<file path="src/rtl/bus_pkg.sv">
// Shared constants and types for the single-master bus stage: slave indices,
// FSM encoding and the default error read value.
package bus_pkg;

    localparam int N_SLAVES = 9;

    localparam int SLV_BOOT  = 0;
    localparam int SLV_SDRAM = 1;
    localparam int SLV_GPU   = 2;
    localparam int SLV_PS2   = 3;
    localparam int SLV_GPIO  = 4;
    localparam int SLV_HEX   = 5;
    localparam int SLV_TEST  = 6;
    localparam int SLV_SD    = 7;
    localparam int SLV_XV6   = 8;

    localparam logic [31:0] ERR_RDATA_DEF = 32'h0000_0000;

    typedef enum logic [2:0] {
        ST_IDLE   = 3'd0,
        ST_DECODE = 3'd1,
        ST_ISSUE  = 3'd2,
        ST_WAIT   = 3'd3,
        ST_RESP   = 3'd4
    } state_t;

endpackage

</file>
<file path="src/rtl/memory_map.sv">
// Address decoder: one-hot device-valid vector for a byte address. Each
// peripheral owns one 256 MiB region selected by the top address nibble.
module memory_map
    import bus_pkg::*;
#(
    parameter bit SIMULATION = 1'b0,
    parameter bit XV6_EN     = 1'b0
) (
    input  logic [31:0]         addr,
    output logic [N_SLAVES-1:0] dv
);

    // Simulation builds get a larger bootloader window for test images.
    localparam logic [27:0] BOOT_LIMIT = SIMULATION ? 28'h000_4000 : 28'h000_2000;

    // Region decode on the top nibble; the bootloader only covers its low window.
    always_comb begin
        dv = '0;
        case (addr[31:28])
            4'h0: begin
                if (addr[27:0] < BOOT_LIMIT) begin
                    dv[SLV_BOOT] = 1'b1;
                end else begin
                    dv = '0;
                end
            end
            4'h1: dv[SLV_SDRAM] = 1'b1;
            4'h2: dv[SLV_GPU]   = 1'b1;
            4'h3: dv[SLV_PS2]   = 1'b1;
            4'h4: dv[SLV_GPIO]  = 1'b1;
            4'h5: dv[SLV_HEX]   = 1'b1;
            4'h6: dv[SLV_TEST]  = 1'b1;
            4'h7: dv[SLV_SD]    = 1'b1;
            4'h8: begin
                if (XV6_EN) begin
                    dv[SLV_XV6] = 1'b1;
                end else begin
                    dv = '0;
                end
            end
            default: dv = '0;
        endcase
    end

endmodule

</file>
<file path="src/rtl/onehot_mux.sv">
// AND-OR selector for N packed W-bit words under a one-hot select; an
// all-zero select yields zero.
module onehot_mux #(
    parameter int N = 9,
    parameter int W = 32
) (
    input  logic [N-1:0]   sel,
    input  logic [N*W-1:0] data,
    output logic [W-1:0]   dout
);

    // OR together every word whose select bit is set.
    always_comb begin
        dout = '0;
        for (int k = 0; k < N; k++) begin
            dout = dout | ({W{sel[k]}} & data[k*W +: W]);
        end
    end

endmodule

</file>
<file path="src/rtl/bus_router.sv">
// Single-master bus stage: latches one CPU access, starts exactly one slave,
// waits for its done (with timeout) and returns read data or an error.
module bus_router
    import bus_pkg::*;
#(
    parameter int          TIMEOUT_CYCLES = 1023,
    parameter logic [31:0] ERR_RDATA      = ERR_RDATA_DEF,
    parameter bit          SIMULATION     = 1'b0,
    parameter bit          XV6_EN         = 1'b0
) (
    input  logic                   i_clk,
    input  logic                   i_rst,
    input  logic                   i_req,
    input  logic [31:0]            i_addr,
    input  logic [31:0]            i_wdata,
    input  logic                   i_we,
    input  logic [3:0]             i_be,
    output logic                   o_ready,
    output logic                   o_done,
    output logic [31:0]            o_rdata,
    output logic                   o_error,
    output logic [N_SLAVES-1:0]    o_slave_req,
    output logic [31:0]            o_addr,
    output logic [31:0]            o_wdata,
    output logic                   o_we,
    output logic [3:0]             o_be,
    input  logic [N_SLAVES-1:0]    i_slave_done,
    input  logic [32*N_SLAVES-1:0] i_slave_rdata
);

    localparam int                CNT_W    = $clog2(TIMEOUT_CYCLES);
    localparam logic [CNT_W-1:0] CNT_LAST = CNT_W'(TIMEOUT_CYCLES - 1);

    state_t              state_r;
    logic [N_SLAVES-1:0] sel_r;
    logic [CNT_W-1:0]    cnt_r;
    logic [N_SLAVES-1:0] dv_s;
    logic [31:0]         mux_rdata_s;
    logic                hit_s;

    memory_map #(
        .SIMULATION (SIMULATION),
        .XV6_EN     (XV6_EN)
    ) u_memory_map (
        .addr (o_addr),
        .dv   (dv_s)
    );

    onehot_mux #(
        .N (N_SLAVES),
        .W (32)
    ) u_rdata_mux (
        .sel  (sel_r),
        .data (i_slave_rdata),
        .dout (mux_rdata_s)
    );

    // Done pulses from slaves other than the selected one never count.
    assign hit_s = |(i_slave_done & sel_r);

    // Transaction FSM; every output is a register set on the transition into the state that owns it.
    always_ff @(posedge i_clk) begin
        if (i_rst) begin
            state_r     <= ST_IDLE;
            sel_r       <= '0;
            cnt_r       <= '0;
            o_ready     <= 1'b1;
            o_done      <= 1'b0;
            o_rdata     <= 32'h0000_0000;
            o_error     <= 1'b0;
            o_slave_req <= '0;
            o_addr      <= 32'h0000_0000;
            o_wdata     <= 32'h0000_0000;
            o_we        <= 1'b0;
            o_be        <= 4'h0;
        end else begin
            o_slave_req <= '0;
            o_done      <= 1'b0;
            case (state_r)
                ST_IDLE: begin
                    if (i_req) begin
                        o_addr  <= i_addr;
                        o_wdata <= i_wdata;
                        o_we    <= i_we;
                        o_be    <= i_be;
                        o_ready <= 1'b0;
                        state_r <= ST_DECODE;
                    end else begin
                        state_r <= ST_IDLE;
                    end
                end
                ST_DECODE: begin
                    sel_r <= dv_s;
                    if (dv_s == '0) begin
                        o_done  <= 1'b1;
                        o_error <= 1'b1;
                        o_rdata <= ERR_RDATA;
                        state_r <= ST_RESP;
                    end else begin
                        o_slave_req <= dv_s;
                        state_r     <= ST_ISSUE;
                    end
                end
                ST_ISSUE: begin
                    cnt_r   <= '0;
                    state_r <= ST_WAIT;
                end
                ST_WAIT: begin
                    // A hit on the final timeout cycle still completes cleanly.
                    if (hit_s) begin
                        o_done  <= 1'b1;
                        o_error <= 1'b0;
                        o_rdata <= mux_rdata_s;
                        state_r <= ST_RESP;
                    end else if (cnt_r == CNT_LAST) begin
                        o_done  <= 1'b1;
                        o_error <= 1'b1;
                        o_rdata <= ERR_RDATA;
                        state_r <= ST_RESP;
                    end else begin
                        cnt_r   <= cnt_r + CNT_W'(1);
                        state_r <= ST_WAIT;
                    end
                end
                ST_RESP: begin
                    o_rdata <= 32'h0000_0000;
                    o_error <= 1'b0;
                    o_ready <= 1'b1;
                    state_r <= ST_IDLE;
                end
                default: begin
                    o_ready <= 1'b1;
                    state_r <= ST_IDLE;
                end
            endcase
        end
    end

endmodule

</file>
<file path="config.mk">
export PLATFORM = sky130hd
export DESIGN_NAME = bus_router
export DESIGN_NICKNAME = d
export VERILOG_FILES = /design/src/rtl/bus_pkg.sv /design/src/rtl/memory_map.sv /design/src/rtl/onehot_mux.sv /design/src/rtl/bus_router.sv
export SDC_FILE = /design/constraint.sdc
export NUM_CORES = 1
export LEC_CHECK = 0
export ABC_AREA = 0
export CORE_AREA = 2 2 185 187
export CTS_BUF_LIST = sky130_fd_sc_hd__clkbuf_16
export DETAILED_ROUTE_END_ITERATION = 7
export DIE_AREA = 0 0 187 189
export PLACE_DENSITY_LB_ADDON = 0.05
export SYNTH_ARGS = -nofsm -noshare
export SYNTH_HDL_FRONTEND = slang
export SYNTH_SLANG_ARGS = --single-unit
</file>
<file path="constraint.sdc">
create_clock -name i_clk -period 4.59 [get_ports i_clk]
set_input_delay 0.6885 -clock i_clk [delete_from_list [all_inputs] [get_ports i_clk]]
set_output_delay 0.6885 -clock i_clk [all_outputs]
set_load 0.1 [all_outputs]
</file>
After elaboration in Yosys (flattened, before gate mapping)
Cells that the tools add are included.
{"block": "word_totals", "ff_bits": 134, "latchBits": 0, "ram_bits": 0, "mem_bits_ro": 0, "in_bits": 369, "output_inout_bits": 113, "wordCells": 94, "mem_count": 0}
{"block": "op_classes", "add_sub_neg": 1, "mul": 0, "n_div": 0, "n_lt_le_gt_ge": 1, "eq_ne": 17, "shift": 0, "mux": 31, "n_bitwise": 18, "n_reduce_logical": 13}
{"cell": "$and A32 B32 Y32", "count": 8}
{"cell": "$or A32 B32 Y32", "count": 7}
{"cell": "$mux W32", "count": 3}
{"cell": "$pmux W32 S3", "count": 1}
{"cell": "$lt A28 B14 Y1 const B", "count": 1}
{"cell": "$mux W10", "count": 2}
{"cell": "$pmux W10 S2", "count": 1}
{"cell": "$mux W1", "count": 17}
{"cell": "$eq A4 B3 Y1 const B", "count": 4}
{"cell": "$pmux W3 S4", "count": 1}
{"cell": "$add A10 B1 Y10 const B", "count": 1}
{"cell": "$eq A10 B10 Y1 const B", "count": 1}
{"cell": "$and A9 B8 Y9", "count": 1}
{"cell": "$logic_not A9 Y1", "count": 1}
{"cell": "$mux W3", "count": 3}
{"cell": "$reduce_or A9 Y1", "count": 1}
{"cell": "$eq A4 B2 Y1 const B", "count": 2}
{"cell": "$ne A2 B2 Y1 const B", "count": 4}
{"cell": "$eq A3 B2 Y1 const B", "count": 2}
{"cell": "$reduce_and A3 Y1", "count": 2}
{"cell": "$reduce_or A3 Y1", "count": 2}
{"cell": "$eq A4 B1 Y1 const B", "count": 1}
{"cell": "$logic_not A4 Y1", "count": 1}
{"cell": "$pmux W1 S2", "count": 2}
{"cell": "10 further kinds", "count": 12}

Depth between registers and ports, before layout
Gate-level depths: netlist of the first run.
{"block": "depth", "ltp_word": 10, "depth_mapped": 9, "ltp_nobuf": 7}

By module
Synthesis of the first run repeated with hierarchy kept, for this count alone.
{"block": "unflattened", "hier_cells": 750, "area_unflattened_um2": 6521.3}
{"mod": "bus_router", "n_inst": 1, "cells_each": 544, "area_each_um2": 4814.6, "seq_area_each_um2": 2702.6}
{"mod": "onehot_mux", "n_inst": 1, "cells_each": 187, "area_each_um2": 1597.8, "seq_area_each_um2": 0.0}
{"mod": "memory_map", "n_inst": 1, "cells_each": 19, "area_each_um2": 108.9, "seq_area_each_um2": 0.0}

Worst setup path before layout of the first run
No wires, ideal clock.
{"block": "synth_timing", "path_kind": "flip-flop to flip-flop", "start": "register o_addr[28]", "end": "register o_rdata[0]", "setup_ns": 0.115, "arrival_time_ns": 2.152, "t_required_ns": 4.475, "slack_ns": 2.323, "stages_incl_launch_ff": 8, "path_buffers": 2, "synth_period_minus_slack_ns": 2.267, "path_cell_list": "dfxtp_1 -> clkbuf_1 -> nor2_1 -> nand3_1 -> o21bai_1 -> a31o_2 -> buf_2 -> a21o_1"}
{"block": "synth_via", "elab_chain_cells": 5, "elab_cells_between_ends": 19, "classes_between": "8 x eq/ne; 8 x mux; 3 x reduce/logical"}
{"element": "from (decl)", "line_no": "bus_router.sv:23", "rtl": "output logic [31:0] o_addr,"}
{"element": "from (signal assigned)", "line_no": "bus_router.sv:82", "rtl": "o_addr <= i_addr;"}
{"element": "$eq A4 B1 Y1 (tied with other cells)", "line_no": "memory_map.sv:19", "rtl": "case (addr[31:28])"}
{"element": "$mux W1"}
{"element": "$logic_not A9 Y1 *", "line_no": "bus_router.sv:94", "rtl": "if (dv_s == '0) begin"}
{"element": "$ne A2 B2 Y1 (no line) *"}
{"element": "$reduce_and A3 Y1 (no line) *"}
{"element": "to (signal assigned)", "line_no": "bus_router.sv:113", "rtl": "o_rdata <= mux_rdata_s;"}
{"element": "to (decl)", "line_no": "bus_router.sv:20", "rtl": "output logic [31:0] o_rdata,"}
Every way passes the cells marked *; elsewhere a longest branch is shown, timed or not.
A chain may end at the register's enable or synchronous reset.

Worst setup path after layout of the first run
{"block": "layout_timing", "start": "register o_addr[29]", "end": "output o_addr[29]"}
No word-level cell between the ends.

==> impl_metrics.prom, run 1 <==
# TYPE chip_impl_metric gauge
chip_impl_info{name="crit_path_end_kind",value="output port"} 1
chip_impl_metric{name="place_congestion",unit=""} 0.819
chip_impl_metric{name="synth_async_sr_flop_share",unit="%"} 0
chip_impl_metric{name="dpl.hpwl",unit="mm"} 24.8
chip_impl_metric{name="total_number_of_placement_rows",unit=""} 67
chip_impl_info{name="tritoncts",value="done"} 1
chip_impl_metric{name="die_footprint",unit="mm2"} 0.0353
chip_impl_metric{name="grt_max_degree",unit=""} 70
chip_impl_metric{name="power.sequential.fraction",unit="%"} 34.0
chip_impl_metric{name="finalSetupViolations",unit=""} 0
chip_impl_metric{name="worst_hold_slack",unit="ns"} 0.447
chip_impl_metric{name="worst_pin_slew",unit="ns"} 1.15
chip_impl_metric{name="avgSynthCellArea",unit="um2"} 8.34
chip_impl_metric{name="grt_usage",unit="%"} 18.8
chip_impl_info{name="synth_flop_cell",value="dfxtp_1"} 1
chip_impl_metric{name="cp.required",unit="ns"} 3.90
chip_impl_metric{name="h_tree_depth",unit=""} 4
chip_impl_info{name="synth_top_family_by_area",value="compound AO/OA/AOI/OAI gates"} 1
chip_impl_metric{name="initial_core_util",unit="%"} 18.6
chip_impl_metric{name="timing.final.max_slew_violations",unit=""} 0
chip_impl_info{name="criticalPathCategory",value="flip-flop to output port"} 1
chip_impl_metric{name="grt_remaining_overflow",unit=""} 0
chip_impl_metric{name="timing_hold_violations_final",unit=""} 0
chip_impl_metric{name="switching_share",unit="%"} 36.2
chip_impl_metric{name="number_of_placed_i_o_pins",unit=""} 482
chip_impl_metric{name="timing.max_slew.rel_slack",unit="%"} 23.0
chip_impl_metric{name="cp_num_buf_inv",unit=""} 1
chip_impl_metric{name="cts_hold_buf",unit=""} 0
chip_impl_metric{name="cts.path.max_buffers",unit=""} 2
chip_impl_metric{name="drt-initial-drc-count",unit=""} 342
chip_impl_metric{name="synth-edff-count",unit=""} 0
chip_impl_metric{name="cts.repair.resized",unit=""} 0
chip_impl_metric{name="number_of_global_route_vias_before_repair",unit=""} 7372
chip_impl_metric{name="p_sw",unit="mW"} 1.34
chip_impl_metric{name="synth_sequential_area_ratio",unit="%"} 43.1
chip_impl_metric{name="vias",unit=""} 7369
chip_impl_info{name="status",value="finished clean"} 1
chip_impl_metric{name="tns",unit="ns"} 0
chip_impl_metric{name="synth.yosys.warnings",unit=""} 0
chip_impl_metric{name="fmaxAchievable",unit="GHz"} 0.341
chip_impl_metric{name="cap_violations",unit=""} 0
chip_impl_metric{name="fin_crit_share",unit="%"} 63.9
chip_impl_metric{name="antenna_found_initial",unit=""} 11
chip_impl_metric{name="fp.dieW",unit="um"} 187
chip_impl_metric{name="postSynthNetCount",unit=""} 1113
chip_impl_metric{name="share_comb_of_total_power",unit="%"} 28.6
chip_impl_info{name="worst_setup_path_start_kind",value="flip-flop"} 1
chip_impl_metric{name="critPathMaxFanout",unit=""} 12
chip_impl_metric{name="average_wire_per_cell_in_the_routed_design",unit="um"} 21.0
chip_impl_info{name="clockRootBuffer",value="clkbuf_16"} 1
chip_impl_metric{name="finalClockSkew",unit="ns"} 0.0177
chip_impl_metric{name="detail-route-antenna-nets",unit=""} 0
chip_impl_metric{name="vias_per_cell",unit=""} 4.56
chip_impl_metric{name="finalWorstPathRequiredPeriod",unit="ns"} 2.94
chip_impl_info{name="synth_area_leaders",value="dfxtp_1, nand2_1, a22oi_1"} 1
chip_impl_metric{name="syn_inst",unit=""} 742
chip_impl_metric{name="internal_power",unit="mW"} 2.35
chip_impl_metric{name="post_cts_buffers",unit=""} 0
chip_impl_metric{name="grt_first_pass_wirelength",unit="mm"} 50.0
chip_impl_metric{name="flow.area_growth_from_synthesis",unit="%"} 87.6
chip_impl_metric{name="synth_compound_area_share",unit="%"} 35.0
chip_impl_metric{name="tritoncts.num_buffers",unit=""} 17
chip_impl_info{name="worstPathCellList",value="clkdlybuf4s50_1"} 1
chip_impl_metric{name="die-height",unit="um"} 189
chip_impl_info{name="critPathSlowestCell",value="clkdlybuf4s50_1"} 1
chip_impl_metric{name="clk_latency",unit="ns"} 0.42
chip_impl_metric{name="synth_largest_type_area_fraction",unit="%"} 43.1
chip_impl_metric{name="power.static_leakage",unit="nW"} 4.20
chip_impl_info{name="min_path_type",value="flip-flop to flip-flop"} 1
chip_impl_metric{name="critical_path_arrival",unit="ns"} 2.25
chip_impl_metric{name="yosys.area_share.xor_xnor",unit="%"} 0
chip_impl_metric{name="placement.io_buffers",unit=""} 447
chip_impl_metric{name="power.clock.fraction",unit="%"} 37.4
chip_impl_metric{name="route.detailed.drc",unit=""} 0
chip_impl_metric{name="power.density_cell_area",unit="mW/mm2"} 318
chip_impl_metric{name="clkSinkCount",unit=""} 133
chip_impl_info{name="critical-path-top-delay-family",value="buffers and inverters"} 1
chip_impl_metric{name="synth_area",unit="mm2"} 0.00618
chip_impl_metric{name="post_synth_mux_area_share",unit="%"} 0
chip_impl_metric{name="ys_seq_elements",unit=""} 133
chip_impl_info{name="post-synth-top-area-cell",value="dfxtp_1"} 1
chip_impl_metric{name="core-area",unit="mm2"} 0.0333
chip_impl_metric{name="layout_cells_sized_above_1",unit="%"} 5.59
chip_impl_info{name="unrepaired_setup_endpoints_after_global_routing",value="false"} 1
chip_impl_metric{name="clkTransAtPathRegs",unit="ns"} 0.06
chip_impl_metric{name="wl",unit="mm"} 33.9
chip_impl_metric{name="peakVddDrop",unit="mV"} 0.176
chip_impl_metric{name="ys_types",unit=""} 41
chip_impl_metric{name="synth_simple_gate_area_share",unit="%"} 15.9
chip_impl_metric{name="dr.pass1.iters",unit=""} 4
chip_impl_metric{name="final_net_count",unit=""} 1521
chip_impl_metric{name="slowest_delay",unit="ns"} 1.23
chip_impl_metric{name="synthAdderAreaFrac",unit="%"} 0.405
[registers in the layout (all words and copies together), names as in the netlist]
name / flops
o_we: 1
o_ready: 1
o_wdata: 32
o_slave_req: 8
o_rdata: 32
o_be: 4
o_done: 1
state_r: 3
sel_r: 8
o_error: 1
o_addr: 32
cnt_r: 10
[final timing paths]
path               from          end  slack [ns]  cells after the start
max reg2reg  o_addr[15]  o_rdata[18]        2.09                      5
max          o_addr[29]   o_addr[29]        1.65                      1
min reg2reg  o_rdata[0]   o_rdata[0]        0.45                      1
min          o_rdata[0]   o_rdata[0]        0.45                      1
[power by group through the flow]
stage	combinational [mW]	sequential, mW	clock, mW
after floorplan	0.211	1.66	0
after global placement	1.06	1.28	0
after detailed placement	1.06	1.28	0
after CTS	1.07	1.26	1.44
after global routing	1.12	1.26	1.50
final	1.05	1.25	1.38
[layout by cell type, fill, tap and decap left out, types with 5 or more instances in the layout]
cell type,count
nand3_1,10
inv_6,5
a22oi_1,64
nand4_1,5
nand2_1,159
o31ai_1,5
buf_4,13
clkdlybuf4s50_1,446
a21oi_1,87
diode_2,6
dfxtp_1,125
a31oi_1,32
a221oi_1,32
or4_1,6
inv_8,6
a21o_1,32
dfxtp_2,8
nor2b_1,6
a22o_1,32
clkbuf_16,17
nor2_1,16
inv_1,5
[cell type report]
type	count	area [um2]
clock inverters	15	158
fillers	3537	21700
multi-input cells	533	3180
clock buffers	17	425
repair buffers	460	4570
diodes	6	15.0
flip-flops and latches	133	2670
inverters	5	18.8
well taps	448	561
[worst reg2reg max path: cells and delay by family, from the launching register on]
family / cells / cell delay [ns]
DFF: 1 / 0.33
AOI/OAI and AO/OA: 3 / 1.27
and+or+nand+nor: 2 / 0.86
[stage by stage]
| step | power, mW | cells | utilization [%] | instance area, um2 | setup slack [ns] |
|---|---|---|---|---|---|
| 3_3_place_gp | 2.34 | 1579 | 33.1 | 11000 | 1.71 |
| 2_1_floorplan | 1.87 | 742 | - | 6180 | 2.32 |
| 4_1_cts | 3.77 | 1611 | 34.8 | 11600 | 1.60 |
| 3_5_place_dp | 2.34 | 1579 | 33.1 | 11000 | 1.67 |
| 5_1_grt | 3.88 | 1613 | 34.8 | 11600 | 1.58 |
| 6_report | 3.69 | 1617 | 34.9 | 11600 | 1.65 |
[synth_stat cells, types with 3 or more instances]
library cell  count
o21ai_0           4
dfxtp_1         133
a22oi_1          64
a221oi_1         32
a21oi_1          87
nor4_1            4
buf_2            12
a22oi_4           4
a22o_1           32
nor2b_1           6
a31oi_1          32
clkbuf_1         49
nor2_1           17
a21boi_0          4
buf_1             3
buf_6             5
nand2_1         159
o31ai_1           5
nand3_1          10
nand4_1           5
or4_1             6
nor3_1            4
inv_1             5
a21o_1           32
or3_1             4
[logic make-up (layout without fill, tap and decap cells)]
family,Yosys count,in the layout
simple gates,225,225
other cells,1,7
flops,133,133
buf+inv,76,497
compound gates,305,305
fa+ha+maj,2,2
[layer usage]
metal / vias to the layer above / GRT usage [%] / share of wire (%)
met5: - / 0 / 0.36
met4: 16 / 5.13 / 2.1
met3: 39 / 8.04 / 9.9
met2: 305 / 31.0 / 47
met1: 3437 / 22.2 / 41
li1: 3572 / - / -
No activity file was read; power rests on OpenSTA's default activity.
==> run 2: changes to the inputs <==
==> constraint.sdc (replaced) <==
create_clock -name i_clk -period 2.99 [get_ports i_clk]
set_input_delay 0.4485 -clock i_clk [delete_from_list [all_inputs] [get_ports i_clk]]
set_output_delay 0.4485 -clock i_clk [all_outputs]
set_load 0.1 [all_outputs]
==> impl_metrics.prom, run 2 (synthesis gave the netlist of run 1 again) <==
# TYPE chip_impl_metric gauge
chip_impl_metric{name="worst_hold_slack",unit="ns"} 0.392
chip_impl_metric{name="finalSetupViolations",unit=""} 0
chip_impl_metric{name="sequential_cell_area",unit="mm2"} 0.00267
chip_impl_info{name="layout.cells.most_common_list",value="clkdlybuf4s50_1, nand2_1, dfxtp_1"} 1
chip_impl_metric{name="timing.final.max_slew_violations",unit=""} 0
chip_impl_metric{name="vias_per_cell",unit=""} 4.56
chip_impl_metric{name="tritoncts.num_buffers",unit=""} 17
chip_impl_info{name="critPathSlowestCell",value="or4_1"} 1
chip_impl_metric{name="drt-initial-drc-count",unit=""} 293
chip_impl_metric{name="clkTransAtPathRegs",unit="ns"} 0.07
chip_impl_metric{name="worst_hold_path.num_cells",unit=""} 3
chip_impl_metric{name="final_net_count",unit=""} 1523
chip_impl_metric{name="cts_hold_buf",unit=""} 0
chip_impl_metric{name="detail-route-antenna-nets",unit=""} 0
chip_impl_metric{name="timing_hold_violations_final",unit=""} 0
chip_impl_metric{name="power.density_cell_area",unit="mW/mm2"} 509
chip_impl_metric{name="cp.required",unit="ns"} 3.34
chip_impl_metric{name="total_number_of_placement_rows",unit=""} 67
chip_impl_metric{name="number_of_global_route_vias_before_repair",unit=""} 7437
chip_impl_metric{name="route.detailed.drc",unit=""} 0
chip_impl_metric{name="die_footprint",unit="mm2"} 0.0353
chip_impl_metric{name="place_congestion",unit=""} 0.815
chip_impl_metric{name="finalWorstPathRequiredPeriod",unit="ns"} 2.16
chip_impl_info{name="layout.cells.most_common",value="clkdlybuf4s50_1"} 1
chip_impl_metric{name="grt_usage",unit="%"} 18.7
chip_impl_metric{name="fillerInstances",unit=""} 3570
chip_impl_metric{name="post_cts_buffers",unit=""} 0
chip_impl_metric{name="finalClockSkew",unit="ns"} 0.00989
chip_impl_metric{name="cts.repair.resized",unit=""} 0
chip_impl_info{name="hp-start",value="i_rst"} 1
chip_impl_metric{name="average_wire_per_cell_in_the_routed_design",unit="um"} 21.1
chip_impl_metric{name="cts.path.max_buffers",unit=""} 2
chip_impl_metric{name="flow.area_growth_from_synthesis",unit="%"} 84.5
chip_impl_metric{name="antenna_found_initial",unit=""} 16
chip_impl_metric{name="cap_violations",unit=""} 0
chip_impl_metric{name="clkSinkCount",unit=""} 133
chip_impl_metric{name="multi_input_comb_area",unit="mm2"} 0.00318
chip_impl_metric{name="fin_crit_share",unit="%"} 72.4
chip_impl_metric{name="placement.io_buffers",unit=""} 447
chip_impl_info{name="status",value="finished clean"} 1
chip_impl_metric{name="initial_core_util",unit="%"} 18.6
chip_impl_metric{name="timing.max_slew.rel_slack",unit="%"} 45.2
chip_impl_info{name="unrepaired_setup_endpoints_after_global_routing",value="false"} 1
chip_impl_metric{name="ff_to_ff_path_depth",unit=""} 7
chip_impl_metric{name="power.static_leakage",unit="nW"} 4.45
chip_impl_metric{name="core-area",unit="mm2"} 0.0333
chip_impl_info{name="min_path_type",value="input pin to flip-flop"} 1
chip_impl_metric{name="peakVddDrop",unit="mV"} 0.342
chip_impl_metric{name="layout_cells_sized_above_1",unit="%"} 15.4
chip_impl_metric{name="critical_path_arrival",unit="ns"} 2.51
chip_impl_metric{name="clk_latency",unit="ns"} 0.42
chip_impl_info{name="worstPathCellList",value="inv_1 > ha_1 > and4_1 > a41oi_1 > a21bo_2 > or4_1 > a21oi_1"} 1
chip_impl_metric{name="grt_remaining_overflow",unit=""} 0
chip_impl_metric{name="tns",unit="ns"} 0
chip_impl_metric{name="fmaxAchievable",unit="GHz"} 0.462
chip_impl_metric{name="slowest_delay",unit="ns"} 0.50
chip_impl_info{name="whs_endpoint",value="o_ready"} 1
chip_impl_info{name="r2r-start",value="cnt_r[0]"} 1
chip_impl_metric{name="fp.dieW",unit="um"} 187
chip_impl_metric{name="grt_first_pass_wirelength",unit="mm"} 49.5
chip_impl_info{name="r2r-end",value="cnt_r[8]"} 1
chip_impl_metric{name="wl",unit="mm"} 34.1
chip_impl_info{name="worst_setup_path_start_kind",value="flip-flop"} 1
chip_impl_metric{name="h_tree_depth",unit=""} 4
chip_impl_info{name="clockRootBuffer",value="clkbuf_16"} 1
chip_impl_metric{name="regToRegSetupSlack",unit="ns"} 0.83
chip_impl_metric{name="fin_total_pwr",unit="mW"} 5.80
chip_impl_metric{name="dpl.hpwl",unit="mm"} 25.1
chip_impl_info{name="crit_path_end_kind",value="flip-flop"} 1
chip_impl_metric{name="critPathMaxFanout",unit=""} 20
chip_impl_info{name="tritoncts",value="done"} 1
chip_impl_info{name="reg.largest.list",value="o_addr: 32 flops, o_rdata: 32 flops, o_wdata: 32 flops"} 1
chip_impl_metric{name="grt_max_degree",unit=""} 62
chip_impl_metric{name="worst_pin_slew",unit="ns"} 0.816
chip_impl_metric{name="die-height",unit="um"} 189
chip_impl_metric{name="dr.pass1.iters",unit=""} 4
chip_impl_metric{name="number_of_placed_i_o_pins",unit=""} 482
chip_impl_metric{name="vias",unit=""} 7385
chip_impl_info{name="criticalPathCategory",value="flip-flop to flip-flop"} 1
-- run 2: cell count changes in the layout (fill, tap and decap cells not counted) --
| cell | previous run | this run |
|---|---|---|
| buf_12 | 0 | 3 |
| buf_4 | 13 | 124 |
| bufinv_16 | 0 | 3 |
| clkdlybuf4s50_1 | 446 | 334 |
| clkinv_2 | 1 | 2 |
| clkinv_8 | 2 | 0 |
| clkinvlp_4 | 0 | 1 |
| diode_2 | 6 | 7 |
| inv_6 | 5 | 6 |
| inv_8 | 6 | 2 |
-- run 2: where the power goes --
group | internal, mW | switching, mW
Combinational | 0.614 | 0.997
Clock | 1.34 | 0.923
Sequential | 1.86 | 0.0673
-- run 2: metrics by stage --
stage          setup slack, ns  utilization (%)  cell area, um2  instances
2_1_floorplan            0.723                -            6180        742
3_3_place_gp             0.627             32.4           10800       1581
3_5_place_dp             0.616             32.4           10800       1581
4_1_cts                  0.814             34.2           11400       1613
5_1_grt                  0.683             34.3           11400       1618
6_report                 0.826             34.3           11400       1620
-- run 2: routing by layer --
layer / track usage (%) / vias up / share of wire (%)
li1: - / 3578 / -
met1: 21.5 / 3439 / 40
met2: 31.3 / 306 / 48
met3: 8.27 / 44 / 9.6
met4: 5.68 / 18 / 1.6
met5: 0 / - / 0.35
-- run 2: worst max-delay path, delay by kind of cell (launching register included) --
kind	cells	cell delay [ns]
compound gates	3	0.71
simple gates	2	0.71
buf+inv	1	0.07
fa+ha+maj	1	0.19
flops	1	0.42
-- run 2: how the worst max path moves through the flow --
stage / depth (start not counted) / startpoint / slack [ns] / end
after floorplan: 7 / o_addr[28] / 0.72 / o_rdata[0]
after global placement: 6 / i_slave_done[4] / 0.63 / cnt_r[8]
after detailed placement: 6 / i_slave_done[2] / 0.62 / cnt_r[6]
after CTS: 7 / cnt_r[0] / 0.81 / cnt_r[7]
after global routing: 7 / cnt_r[0] / 0.68 / cnt_r[9]
final: 7 / cnt_r[0] / 0.83 / cnt_r[8]
-- run 2: final cells by class --
class                      instances  share of cell area [%]
timing repair buffer             462                    38.0
multi-input combinational        533                    27.9
sequential                       133                    23.4
tap                              448                    4.91
clock buffer                      17                    3.73
clock inverter                    15                    1.68
inverter                           5                   0.164
antenna                            7                   0.154
==> run 3: changes to the inputs <==
==> constraint.sdc (replaced) <==
create_clock -name i_clk -period 2.2 [get_ports i_clk]
set_input_delay 0.33 -clock i_clk [delete_from_list [all_inputs] [get_ports i_clk]]
set_output_delay 0.33 -clock i_clk [all_outputs]
set_load 0.1 [all_outputs]
==> impl_metrics.prom, run 3 (synthesis gave the netlist of run 1 again) <==
# TYPE chip_impl_metric gauge
chip_impl_metric{name="switching_share",unit="%"} 34.4
chip_impl_metric{name="p_sw",unit="mW"} 2.66
chip_impl_metric{name="power.static_leakage",unit="nW"} 4.52
chip_impl_metric{name="grt_first_pass_wirelength",unit="mm"} 49.7
chip_impl_info{name="layout.cells.most_common",value="clkdlybuf4s50_1"} 1
chip_impl_metric{name="drt-initial-drc-count",unit=""} 373
chip_impl_info{name="tritoncts",value="done"} 1
chip_impl_info{name="unrepaired_setup_endpoints_after_global_routing",value="false"} 1
chip_impl_metric{name="critical_path_arrival",unit="ns"} 2.35
chip_impl_metric{name="timing.final.max_slew_violations",unit=""} 0
chip_impl_metric{name="fin_crit_share",unit="%"} 90.9
chip_impl_metric{name="clk_latency",unit="ns"} 0.42
chip_impl_metric{name="dpl.hpwl",unit="mm"} 26.1
chip_impl_metric{name="clkSinkCount",unit=""} 133
chip_impl_metric{name="final_core_utilization",unit="%"} 34.7
chip_impl_metric{name="multi_input_comb_area",unit="mm2"} 0.00319
chip_impl_metric{name="detailed_place.area",unit="mm2"} 0.0109
chip_impl_metric{name="worst_hold_slack",unit="ns"} 0.347
chip_impl_metric{name="layout_cells_sized_above_1",unit="%"} 16.4
chip_impl_metric{name="finalWorstPathRequiredPeriod",unit="ns"} 2.00
chip_impl_metric{name="cts.path.max_buffers",unit=""} 2
chip_impl_metric{name="peakVddDrop",unit="mV"} 0.385
chip_impl_metric{name="place_congestion",unit=""} 0.855
chip_impl_metric{name="cp.required",unit="ns"} 2.55
chip_impl_metric{name="vias",unit=""} 7416
chip_impl_metric{name="fillerInstances",unit=""} 3533
chip_impl_metric{name="share_comb_of_total_power",unit="%"} 28.8
chip_impl_metric{name="grt_max_degree",unit=""} 70
chip_impl_metric{name="die-height",unit="um"} 189
chip_impl_metric{name="power.clock.fraction",unit="%"} 37.3
chip_impl_metric{name="grt_remaining_overflow",unit=""} 0
chip_impl_metric{name="antenna_found_initial",unit=""} 8
chip_impl_metric{name="initial_core_util",unit="%"} 18.6
chip_impl_metric{name="critPathMaxFanout",unit=""} 20
chip_impl_metric{name="post_cts_buffers",unit=""} 0
chip_impl_metric{name="average_wire_per_cell_in_the_routed_design",unit="um"} 21.1
chip_impl_info{name="status",value="finished clean"} 1
chip_impl_metric{name="sequential_cell_area",unit="mm2"} 0.00268
chip_impl_metric{name="power.sequential.fraction",unit="%"} 34.0
chip_impl_info{name="worst_setup_path_start_kind",value="flip-flop"} 1
chip_impl_metric{name="cp_num_buf_inv",unit=""} 1
chip_impl_metric{name="wl",unit="mm"} 34.5
chip_impl_metric{name="core-area",unit="mm2"} 0.0333
chip_impl_metric{name="postLayoutCellArea",unit="mm2"} 0.0115
chip_impl_metric{name="cap_violations",unit=""} 0
chip_impl_metric{name="final.setup.worst_slack",unit="ns"} 0.201
chip_impl_metric{name="number_of_placed_i_o_pins",unit=""} 482
chip_impl_metric{name="slowest_delay",unit="ns"} 0.48
chip_impl_metric{name="finalClockSkew",unit="ns"} 0.0137
chip_impl_metric{name="timing_hold_violations_final",unit=""} 0
chip_impl_metric{name="vias_per_cell",unit=""} 4.54
chip_impl_metric{name="fmaxAchievable",unit="GHz"} 0.500
chip_impl_info{name="clockRootBuffer",value="clkbuf_16"} 1
chip_impl_metric{name="grt_usage",unit="%"} 18.9
chip_impl_metric{name="pre_cts_ws",unit="ns"} -0.106
chip_impl_info{name="worstPathCellList",value="inv_1 > ha_1 > and4_1 > a41oi_1 > a21bo_4 > or4_1 > a21oi_1"} 1
chip_impl_metric{name="finalSetupViolations",unit=""} 0
chip_impl_metric{name="worst_pin_slew",unit="ns"} 0.565
chip_impl_metric{name="die_footprint",unit="mm2"} 0.0353
chip_impl_info{name="crit_path_end_kind",value="flip-flop"} 1
chip_impl_metric{name="route.detailed.drc",unit=""} 0
chip_impl_metric{name="power.density_cell_area",unit="mW/mm2"} 669
chip_impl_metric{name="internal_power",unit="mW"} 5.07
chip_impl_info{name="critical-path-top-delay-family",value="simple AND/OR/NAND/NOR gates"} 1
chip_impl_metric{name="placement.io_buffers",unit=""} 447
chip_impl_info{name="criticalPathCategory",value="flip-flop to flip-flop"} 1
chip_impl_info{name="reg.largest.list",value="o_addr: 32 flops, o_rdata: 32 flops, o_wdata: 32 flops"} 1
chip_impl_metric{name="number_of_global_route_vias_before_repair",unit=""} 7350
chip_impl_metric{name="detail-route-antenna-nets",unit=""} 0
chip_impl_metric{name="h_tree_depth",unit=""} 4
chip_impl_metric{name="total_number_of_placement_rows",unit=""} 67
chip_impl_metric{name="fin_total_pwr",unit="mW"} 7.72
chip_impl_metric{name="tritoncts.num_buffers",unit=""} 17
chip_impl_info{name="critPathSlowestCell",value="or4_1"} 1
chip_impl_info{name="layout.cells.most_common_list",value="clkdlybuf4s50_1, nand2_1, buf_4"} 1
chip_impl_metric{name="fp.dieW",unit="um"} 187
chip_impl_metric{name="final_net_count",unit=""} 1537
chip_impl_info{name="min_path_type",value="input pin to flip-flop"} 1
chip_impl_metric{name="clkTransAtPathRegs",unit="ns"} 0.06
chip_impl_metric{name="dr.pass1.iters",unit=""} 4
chip_impl_metric{name="timing.max_slew.rel_slack",unit="%"} 62.4
chip_impl_metric{name="flow.area_growth_from_synthesis",unit="%"} 86.5
chip_impl_metric{name="cts.repair.resized",unit=""} 0
chip_impl_metric{name="cts_hold_buf",unit=""} 0
run 3: cell count changes in the layout (fill, tap and decap cells not counted), moves of 2 or more:
cell and delta:
buf_4 +10, buf_12 +4, clkinv_4 +4, dfxtp_1 -3
dfxtp_2 +3, inv_6 -3, clkinv_2 -2, diode_2 -2
inv_1 +2, inv_8 -2
run 3: final cells by class:
| class | instances | share of cell area (%) |
|---|---|---|
| Antenna cell | 5 | 0.108 |
| Clock buffer | 17 | 3.69 |
| Clock inverter | 15 | 1.36 |
| Inverter | 5 | 0.163 |
| Multi-Input combinational cell | 533 | 27.7 |
| Sequential cell | 133 | 23.2 |
| Tap cell | 448 | 4.86 |
| Timing Repair Buffer | 476 | 39.0 |
run 3: path summary, 6_finish.rpt:
check	start	endpoint	slack [ns]	depth (start not counted)
hold reg to reg	o_rdata[27]	o_rdata[27]	0.45	1
hold / removal	i_rst	state_r[2]	0.35	3
setup reg to reg	cnt_r[0]	cnt_r[6]	0.20	7
setup / recovery	cnt_r[0]	cnt_r[6]	0.20	7
run 3: through the flow:
stage | setup TNS, ns | std cells
floorplan | 0 | 742
global placement | -0.735 | 1595
detailed placement | -1.32 | 1595
CTS | 0 | 1627
global route | 0 | 1631
finish | 0 | 1632
run 3: per-layer routing:
metal | wire length, um | GRT usage [%] | up-vias | part of all wire [%]
met3 | 3000 | 7.32 | 34 | 8.7
li1 | - | - | 3600 | -
met4 | 830 | 7.02 | 4 | 2.4
met2 | 16300 | 31.0 | 304 | 47
met5 | 26 | 0 | - | 0.075
met1 | 14300 | 22.4 | 3474 | 42
run 3: worst reg2reg max path, stage by stage, from the launching register on:
cell	delay [ns]
dfxtp_1	0.33
inv_1	0.04
ha_1	0.18
and4_1	0.21
a41oi_1	0.21
a21bo_4	0.32
or4_1	0.49
a21oi_1	0.15
run 3: power by group through the flow:
| stage | Sequential, mW | Combinational, mW | Clock (mW) |
|---|---|---|---|
| floorplan | 3.46 | 0.440 | 0 |
| global placement | 2.68 | 2.24 | 0 |
| detailed placement | 2.68 | 2.24 | 0 |
| CTS | 2.63 | 2.24 | 3.01 |
| global route | 2.64 | 2.34 | 3.10 |
| finish | 2.62 | 2.22 | 2.88 |
